File: config.mk
export PLATFORM = sky130hd
export DESIGN_NAME = fb_combiner_n
export DESIGN_NICKNAME = d
export VERILOG_FILES = /design/src/rtl/fb_pkg.sv /design/src/rtl/fb_window_gen.sv /design/src/rtl/fb_combiner_n.sv
export SDC_FILE = /design/constraint.sdc
export NUM_CORES = 2
export LEC_CHECK = 0
export ABC_AREA = 1
export CELL_PAD_IN_SITES_DETAIL_PLACEMENT = 1
export CELL_PAD_IN_SITES_GLOBAL_PLACEMENT = 2
export CORE_MARGIN = 2
export CORE_UTILIZATION = 42
export CTS_BUF_LIST = sky130_fd_sc_hd__clkbuf_16
export DETAILED_ROUTE_END_ITERATION = 10
export GPL_ROUTABILITY_DRIVEN = 0
export GPL_TIMING_DRIVEN = 0
export PLACE_DENSITY = 0.86
export RECOVER_POWER = 25
export SLEW_MARGIN = 30
export SYNTH_ARGS = -nofsm -noshare
export SYNTH_HDL_FRONTEND = slang
export SYNTH_SLANG_ARGS = --single-unit
File: constraint.sdc
create_clock -name clk -period 4.84 [get_ports clk]
set_clock_uncertainty 0.2 [all_clocks]
set_input_delay 1.452 -clock clk [delete_from_list [all_inputs] [get_ports clk]]
set_output_delay 1.452 -clock clk [all_outputs]
set_load 0.05 [all_outputs]
File: src/rtl/fb_pkg.sv
// fb_pkg: mode encodings, sequencer states and pipeline latency for the feedback combiner
package fb_pkg;
    localparam logic [1:0] FB_MODE_FB      = 2'b00;
    localparam logic [1:0] FB_MODE_CONST   = 2'b01;
    localparam logic [1:0] FB_MODE_UNGATED = 2'b10;
    localparam logic [1:0] FB_MODE_OFF     = 2'b11;

    typedef enum logic [1:0] {IDLE, DELAY, ACTIVE, GAP} fb_state_t;

    function automatic int fb_latency(input int n_ch);
        return 3 + $clog2(n_ch);
    endfunction
endpackage

File: src/rtl/fb_window_gen.sv
// fb_window_gen: trigger edge detect and multi-bunch window sequencer producing gate and busy
module fb_window_gen
    import fb_pkg::*;
#(
    parameter int CNT_W = 8
) (
    input  logic             clk,
    input  logic             rst_n,
    input  logic             trig,
    input  logic [2:0]       no_bunches,
    input  logic [3:0]       no_samples,
    input  logic [CNT_W-1:0] sample_spacing,
    input  logic [CNT_W-1:0] start_delay,
    output logic             gate,
    output logic             busy
);
    fb_state_t        state;
    logic             trig_d;
    logic             go;
    logic [2:0]       bunches;
    logic [3:0]       samples;
    logic [CNT_W-1:0] spacing;
    logic [CNT_W-1:0] cnt;
    logic [CNT_W-1:0] win;

    assign go   = trig && !trig_d && no_bunches != 3'd0 && no_samples != 4'd0;
    assign win  = CNT_W'(samples) - CNT_W'(1);
    assign gate = state == ACTIVE;
    assign busy = state != IDLE;

    // cnt holds the remaining cycles of the current state minus one
    always_ff @(posedge clk or negedge rst_n) begin
        if (!rst_n) begin
            state   <= IDLE;
            trig_d  <= 1'b0;
            bunches <= '0;
            samples <= '0;
            spacing <= '0;
            cnt     <= '0;
        end else begin
            trig_d <= trig;
            case (state)
                IDLE: if (go) begin
                    bunches <= no_bunches;
                    samples <= no_samples;
                    spacing <= sample_spacing;
                    state   <= start_delay == '0 ? ACTIVE : DELAY;
                    cnt     <= start_delay == '0 ? CNT_W'(no_samples) - CNT_W'(1) : start_delay - CNT_W'(1);
                end
                DELAY: begin
                    state <= cnt == '0 ? ACTIVE : DELAY;
                    cnt   <= cnt == '0 ? win : cnt - CNT_W'(1);
                end
                ACTIVE: begin
                    if (cnt != '0) cnt <= cnt - CNT_W'(1);
                    else if (bunches == 3'd1) state <= IDLE;
                    else begin
                        bunches <= bunches - 3'd1;
                        state   <= spacing > CNT_W'(samples) ? GAP : ACTIVE;
                        cnt     <= spacing > CNT_W'(samples) ? spacing - CNT_W'(samples) - CNT_W'(1) : win;
                    end
                end
                GAP: begin
                    state <= cnt == '0 ? ACTIVE : GAP;
                    cnt   <= cnt == '0 ? win : cnt - CNT_W'(1);
                end
                default: state <= IDLE;
            endcase
        end
    end
endmodule

File: src/rtl/fb_combiner_n.sv
// fb_combiner_n: gain-scales N_CH channels, sums them in a registered tree, clamps and gates to the DAC
module fb_combiner_n
    import fb_pkg::*;
#(
    parameter int N_CH      = 4,
    parameter int DATA_W    = 15,
    parameter int COEF_W    = 18,
    parameter int FRAC_BITS = 14,
    parameter int OUT_W     = 13,
    parameter int CNT_W     = 8
) (
    input  logic                     clk,
    input  logic                     rst_n,
    input  logic                     trig,
    input  logic [N_CH*DATA_W-1:0]   data_in,
    input  logic [N_CH*COEF_W-1:0]   coef,
    input  logic [N_CH-1:0]          ch_en,
    input  logic [1:0]               mode,
    input  logic [OUT_W-1:0]         const_dac,
    input  logic [2:0]               no_bunches,
    input  logic [3:0]               no_samples,
    input  logic [CNT_W-1:0]         sample_spacing,
    input  logic [CNT_W-1:0]         start_delay,
    input  logic                     sat_clr,
    output logic [OUT_W-1:0]         fb_sgnl,
    output logic                     dac_cond,
    output logic                     busy,
    output logic                     sat_flag
);
    localparam int LAT = fb_latency(N_CH);
    localparam int PW  = DATA_W + COEF_W;
    localparam int TW  = PW - FRAC_BITS + $clog2(N_CH);
    localparam logic signed [PW-1:0] RND  = PW'(1 << (FRAC_BITS - 1));
    localparam logic signed [TW-1:0] MAXV = TW'((1 << (OUT_W - 1)) - 1);
    localparam logic signed [TW-1:0] MINV = TW'(-(1 << (OUT_W - 1)));

    logic                    gate;
    logic                    g;
    logic [LAT-2:0]          gsr;
    logic signed [PW-1:0]    mul  [N_CH];
    logic signed [PW-1:0]    prod [N_CH];
    logic signed [TW-1:0]    node [2*N_CH-1];
    logic signed [OUT_W-1:0] clamped;
    logic                    sat;
    logic                    drive;

    fb_window_gen #(.CNT_W(CNT_W)) u_win (
        .clk            (clk),
        .rst_n          (rst_n),
        .trig           (trig),
        .no_bunches     (no_bunches),
        .no_samples     (no_samples),
        .sample_spacing (sample_spacing),
        .start_delay    (start_delay),
        .gate           (gate),
        .busy           (busy)
    );

    always_comb begin
        for (int i = 0; i < N_CH; i++)
            mul[i] = PW'($signed(data_in[i*DATA_W +: DATA_W])) * PW'($signed(coef[i*COEF_W +: COEF_W]));
    end

    // heap-ordered tree: node n sums nodes 2n+1 and 2n+2, leaves start at N_CH-1
    always_ff @(posedge clk or negedge rst_n) begin
        if (!rst_n) begin
            for (int i = 0; i < N_CH; i++) prod[i] <= '0;
            for (int n = 0; n < 2*N_CH-1; n++) node[n] <= '0;
        end else begin
            for (int i = 0; i < N_CH; i++) begin
                prod[i]        <= ch_en[i] ? mul[i] : '0;
                node[N_CH-1+i] <= TW'((prod[i] + RND) >>> FRAC_BITS);
            end
            for (int n = 0; n < N_CH-1; n++) node[n] <= node[2*n+1] + node[2*n+2];
        end
    end

    assign g = gsr[LAT-2];

    always_comb begin
        sat     = node[0] > MAXV || node[0] < MINV;
        clamped = node[0] > MAXV ? MAXV[OUT_W-1:0] : node[0] < MINV ? MINV[OUT_W-1:0] : node[0][OUT_W-1:0];
        drive   = mode == FB_MODE_UNGATED || (mode == FB_MODE_FB && g);
    end

    always_ff @(posedge clk or negedge rst_n) begin
        if (!rst_n) begin
            gsr      <= '0;
            fb_sgnl  <= '0;
            dac_cond <= 1'b0;
            sat_flag <= 1'b0;
        end else begin
            gsr      <= {gsr[LAT-3:0], gate};
            fb_sgnl  <= drive ? clamped : (mode == FB_MODE_CONST && g) ? const_dac : '0;
            dac_cond <= mode == FB_MODE_UNGATED || (g && mode != FB_MODE_OFF);
            sat_flag <= (drive && sat) || (sat_flag && !sat_clr);
        end
    end
endmodule

==> metrics.cfg <==
[final_layout]
stdcell_count=9498
drive_above_1_share_pct=23.9
area_growth_pct=30.5
final_nets=9350
final_core_util_pct=55.2

[sta]
slew_viol_final=74
setup_slack_ns=-1.44
fmaxAchievable_mhz=159
fin_crit_sh_pct=130
min_period_ns=6.28
setup_viol=80
tightest_slew_ns=1.96
hold_viol_final=0
slew_headroom_pct=-30.5
rsz0062_at_grt=yes
whs_ns=0.149

[grt]
grt_antenna_before_repair=5
grt_pass1_vias=54065
overflow=0
grt_max_degree=90
gr-usage-all-layers_pct=27.4
grt_pass1_wl_um=293000

[detailed_routing]
wl_um=185000
drc=0
via_per_inst=5.02
wl_per_cell_um=19.5
vias=47679
drtIter0Drc=2287
drtAntennaViolNets=0
drt-pass1-iter-count=5

[die]
core_area_sq_um=131000
ioPinCount=194
die-height_um=367
dieArea_sq_um=135000
fp.dieW_um=367
start_util_pct=42.3
rows=133

[logic_synthesis]
ys_types=47
yosysSeqAreaShare_pct=11.8
synthXorXnorAreaFrac_pct=2.71
syn_area_sq_um=55500
muxShareOfSynthArea_pct=0.0406
ys_warn_count=0
postSynthAreaPerCell_sq_um=7.76
synth_nets=8787
synth_top_area_share_pct=37.7
synth.area.top_cells=fa_1 38%, inv_1 14%, nand2_1 12%
yosysTopAreaCell=fa_1
synthAdderAreaFrac_pct=47.0
synth_compound_area_share_pct=4.92
netlist_instances=7153
synth-simple-area-share_pct=18.5
ys_ff_latch=262
synth_top_family_by_area=adder cells

[worst_hold_path]
hp-start=gsr[2]
hold_class=reg -> reg

[setup_path]
reg2reg_from=node[21]
cp-start-kind=input port
setup.worst_path.end_class=register
cp_max_fo=6
critical_path_class=in -> reg
required_ns=5.15
critPathArrivalTime_ns=6.59
rrSetupSlack_ns=2.35
critical_path.startpoint=coef[17]

[clock_tree]
hold_buffers=0
tritoncts=yes
clkLatencyLatePin_ns=0.59
cts_buffers=31
htreeDepth=1
cts_sinks=262
cts-root-buf=clkbuf_16
clockBufferDepth=3
clk_pin_slew_ns=0.06

[status]
violations=max-capacitance violations, max-slew violations, negative setup slack
outcome=complete, but fails checks

[job]
cap_violations=1

[placement]
dp_hpwl_um=145000
dp_cells=9044
port_buffers=133

[per-layer routing]
| layer | global-route usage, % | wire (um) | up-vias |
|---|---|---|---|
| li1 | - | - | 21845 |
| met1 | 36.5 | 79500 | 24562 |
| met2 | 48.1 | 93100 | 1009 |
| met3 | 2.87 | 8190 | 259 |
| met4 | 5.65 | 4210 | 4 |
| met5 | 0 | 36 | - |
[through the flow]
stage | area (sq um) | worst slack (ns) | TNS (ns)
after floorplan | 58400 | -1.57 | -113.70
after global placement | 61900 | -8.81 | -2518.80
after detailed placement | 62000 | -3.15 | -225.44
after CTS | 70100 | -1.37 | -97.28
after global routing | 72400 | -1.61 | -116.42
final | 72400 | -1.44 | -105.16
[cell usage after synthesis (all sizes together)]
cell type	count
o21a	7
and2	2
buf	19
o21ai	160
nor3	41
nand4	40
inv	2006
mux2	2
clkinv	4
a31oi	12
a21boi	6
nand2	1787
clkbuf	184
o211ai	4
or2	23
ha	412
or3b	2
xnor2	67
a21oi	271
fa	1044
o21bai	20
nor4	14
nand3b	10
o22ai	15
xor2	104
and3	2
nor2	435
a21o	16
dfrtp	262
nand3	182
[what timing repair did]
item                        CTS  global route
setup endpoints to repair    80            80
buffers inserted            284            89
pin swaps                   454           358
resized for setup          1492           443
cloned                       22             1
[placed cells by master (no fill, tap or decap), drive strengths merged]
master	count
nand2	1787
o22ai	15
ha	412
buf	474
or3b	2
clkinv	13
a21oi	271
bufbuf	2
and2	2
a31oi	12
nor2	435
nor3	41
bufinv	10
nand4	40
nand3	182
a21o	16
inv	2010
dfrtp	262
nand3b	10
o21a	7
clkdlybuf4s15	6
fa	1044
o211ai	4
diode	2
clkbuf	225
a21boi	6
and3	2
mux2	2
xnor2	67
clkdlybuf4s50	56
or2	23
nor4	14
xor2	104
o21ai	160
clkinvlp	5
o21bai	20
[worst max-delay path, cell delays in order]
cell and delay (ns):
buf_12 0.13, clkbuf_16 0.17, nand2_4 0.06, inv_2 0.03, fa_2 0.61, fa_2 0.58
buf_6 0.17, fa_1 0.50, fa_2 0.45, fa_1 0.49, inv_1 0.05, fa_1 0.49
inv_2 0.05, ha_4 0.30, nand2_4 0.09, nor2_4 0.14, inv_2 0.06, nor3_2 0.15
inv_1 0.09, a21oi_2 0.10, nor2_1 0.06, nand3_1 0.10, nand2_1 0.09, nor2_2 0.17
[area by class of cell]
cell class                      count  area [sq um]
Fill cell                       15232         58900
Multi-Input combinational cell   4678         46000
Inverter                         2010          7620
Sequential cell                   262          6560
Timing Repair Buffer              529          5160
Buffer                            203          3730
Tap cell                         1755          2200
Clock buffer                       31           776
Clock inverter                     27           410
Timing Repair inverter              1          5.00
Antenna cell                        2          5.00
[final timing paths]
kind                                         end  cells after the start
worst min register to register            gsr[3]                      0
min in group asynchronous       u_win.spacing[7]                      1
worst max-delay path                   prod[127]                     24
worst min-delay path                      gsr[3]                      0
max in group asynchronous               node[43]                      3
worst max register to register         node[100]                     11
[registers in the layout, summed over array words and instances, names as in the netlist, 2 cells and up]
name	count
u_win.cnt	8
u_win.spacing	8
u_win.samples	4
u_win.bunches	3
prod	80
fb_sgnl	13
gsr	4
node	137
u_win.state	2
[cell families after synthesis]
family | count (synthesis)
flops | 262
compound gates | 511
mux | 2
xor+xnor | 171
buf+inv | 2213
fa+ha+maj | 1456
simple gates | 2538
Power is left out: the tool's default activity adds up to more than one toggle a clock period on the data nets, which glitch-free logic cannot reach.
==> variant: new RTL, config.mk and constraints unchanged <==
`N_CH`: 4 -> 2.
--- a/src/rtl/fb_combiner_n.sv
+++ b/src/rtl/fb_combiner_n.sv
@@ -2,7 +2,7 @@
 module fb_combiner_n
     import fb_pkg::*;
 #(
-    parameter int N_CH      = 4,
+    parameter int N_CH      = 2,
     parameter int DATA_W    = 15,
     parameter int COEF_W    = 18,
     parameter int FRAC_BITS = 14,
Interface: changed (resized ch_en, coef and data_in); port bits go from 194 to 126. No check against the original RTL was run, so the function may have changed too.
==> variant against the unedited design <==
Critical path depth increased by 2. Critical endpoint is now prod[30]. Fmax decreased by 1.1%. Worst setup slack got worse by 0.073 ns. The flow still finishes with violations (capacitance limit, slew limit, setup timing). Design area decreased by 48%. Sequential cell count decreased by 120. Area after synthesis decreased by 49%. First-iteration DRC count decreased by 40%. Wire length decreased by 48%. Synthesized cell count decreased by 48%.
Power is left out: the tool's default activity adds up to more than one toggle a clock period on the data nets, which glitch-free logic cannot reach.
==> variant: results (changes against the unedited design) <==
| Metric | Value |
|---|---|
| Status | finished with violations |
| Violated checks | capacitance limit, slew limit, setup timing |
| Routing usage on met2 | 49.6% (+1.5 points) |
| Antenna violations before repair | 1 (-4) |
| Count of endpoints failing setup in the final report | 40 (-50%) |
| Vias in the first global route | 28800 (-47%) |
| Count of routing violations after the opening detailed-route iteration | 1368 (-40%) |
| Met3 usage | 2.61% (-0.26 points) |
| Post-Place Cell Area | 32100 sq um (-48%) |
| Final worst-path setup slack | -1.51 ns (-0.0727 ns) |
| Fraction of synthesized cell area in xor and xnor cells | 2.42% (-0.29 points) |
| M1 GR Usage | 36.3% (-0.13 points) |
| Net count after synthesis | 4564 (-48%) |
| Fraction of the mapped netlist area in adder cells | 45.5% (-1.4 points) |
| Routed vias | 25200 (-47%) |
| Final Max Slew Viols | 60 (-19%) |
| Uppermost routed layer | met4 |
| Final HPWL from detailed placement | 74.1 mm (-49%) |
| DR WL/cell | 19.6 um (+0.82%) |
| CP Max Fanout | 4 (-2) |
| Total number of nets in the final design | 4888 (-48%) |
| Number of maximum-capacitance constraint violations | 1 (unchanged) |
| Slew margin rel. | -97.6% (-67 points) |
| Largest net degree at the start of global routing | 84 (-6.7%) |
| Crit path arrival time | 6.48 ns (-0.11 ns) |
==> variant: cell types whose count changed in the layout (fill, tap and decap cells not counted), sizes merged, moves of 120 or more <==
cell   before   now
fa       1044   522
buf       474   240
inv      2010  1050
a21oi     271   146
ha        412   203
nor2      435   247
dfrtp     262   142
nand2    1787   955
==> variant: cell type report <==
cell class | instances | area (sq um)
well taps | 873 | 1090
repair inverters | 1 | 5.00
clock buffers | 17 | 425
clock inverters | 15 | 113
inverters | 1046 | 3970
flip-flops and latches | 142 | 3550
repair buffers | 304 | 3000
plain buffers | 105 | 2100
multi-input cells | 2436 | 23400
fillers | 7893 | 29500
==> variant: stage by stage <==
step	utilization [%]	setup TNS (ns)	std cells	setup WS [ns]	hold slack [ns]
after global placement	47.7	-565.12	4697	-3.22	0.143
after floorplan	-	-56.63	3729	-1.52	0.131
after detailed placement	47.8	-111.69	4698	-3.08	0.143
after global routing	56.0	-63.39	4939	-1.69	0.161
final	56.0	-56.60	4939	-1.51	0.153
after CTS	54.6	-53.01	4906	-1.49	0.156
==> variant: path summary, 6_finish.rpt <==
| path | start | end | slack, ns | cells after the start |
|---|---|---|---|---|
| hold reg to reg | gsr[1] | gsr[2] | 0.15 | 0 |
| min in group asynchronous | rst_n | fb_sgnl[0] | 1.98 | 1 |
| max in group asynchronous | rst_n | u_win.samples[3] | 0.76 | 1 |
| setup reg to reg | node[0] | node[56] | 2.36 | 11 |
| hold / removal | gsr[1] | gsr[2] | 0.15 | 0 |
| setup / recovery | data_in[18] | prod[30] | -1.51 | 26 |
==> variant: cell families after synthesis <==
family	after synthesis
simple gates	1368
fa+ha+maj	725
xor+xnor	78
buf+inv	1151
compound gates	263
flops	142
mux	2
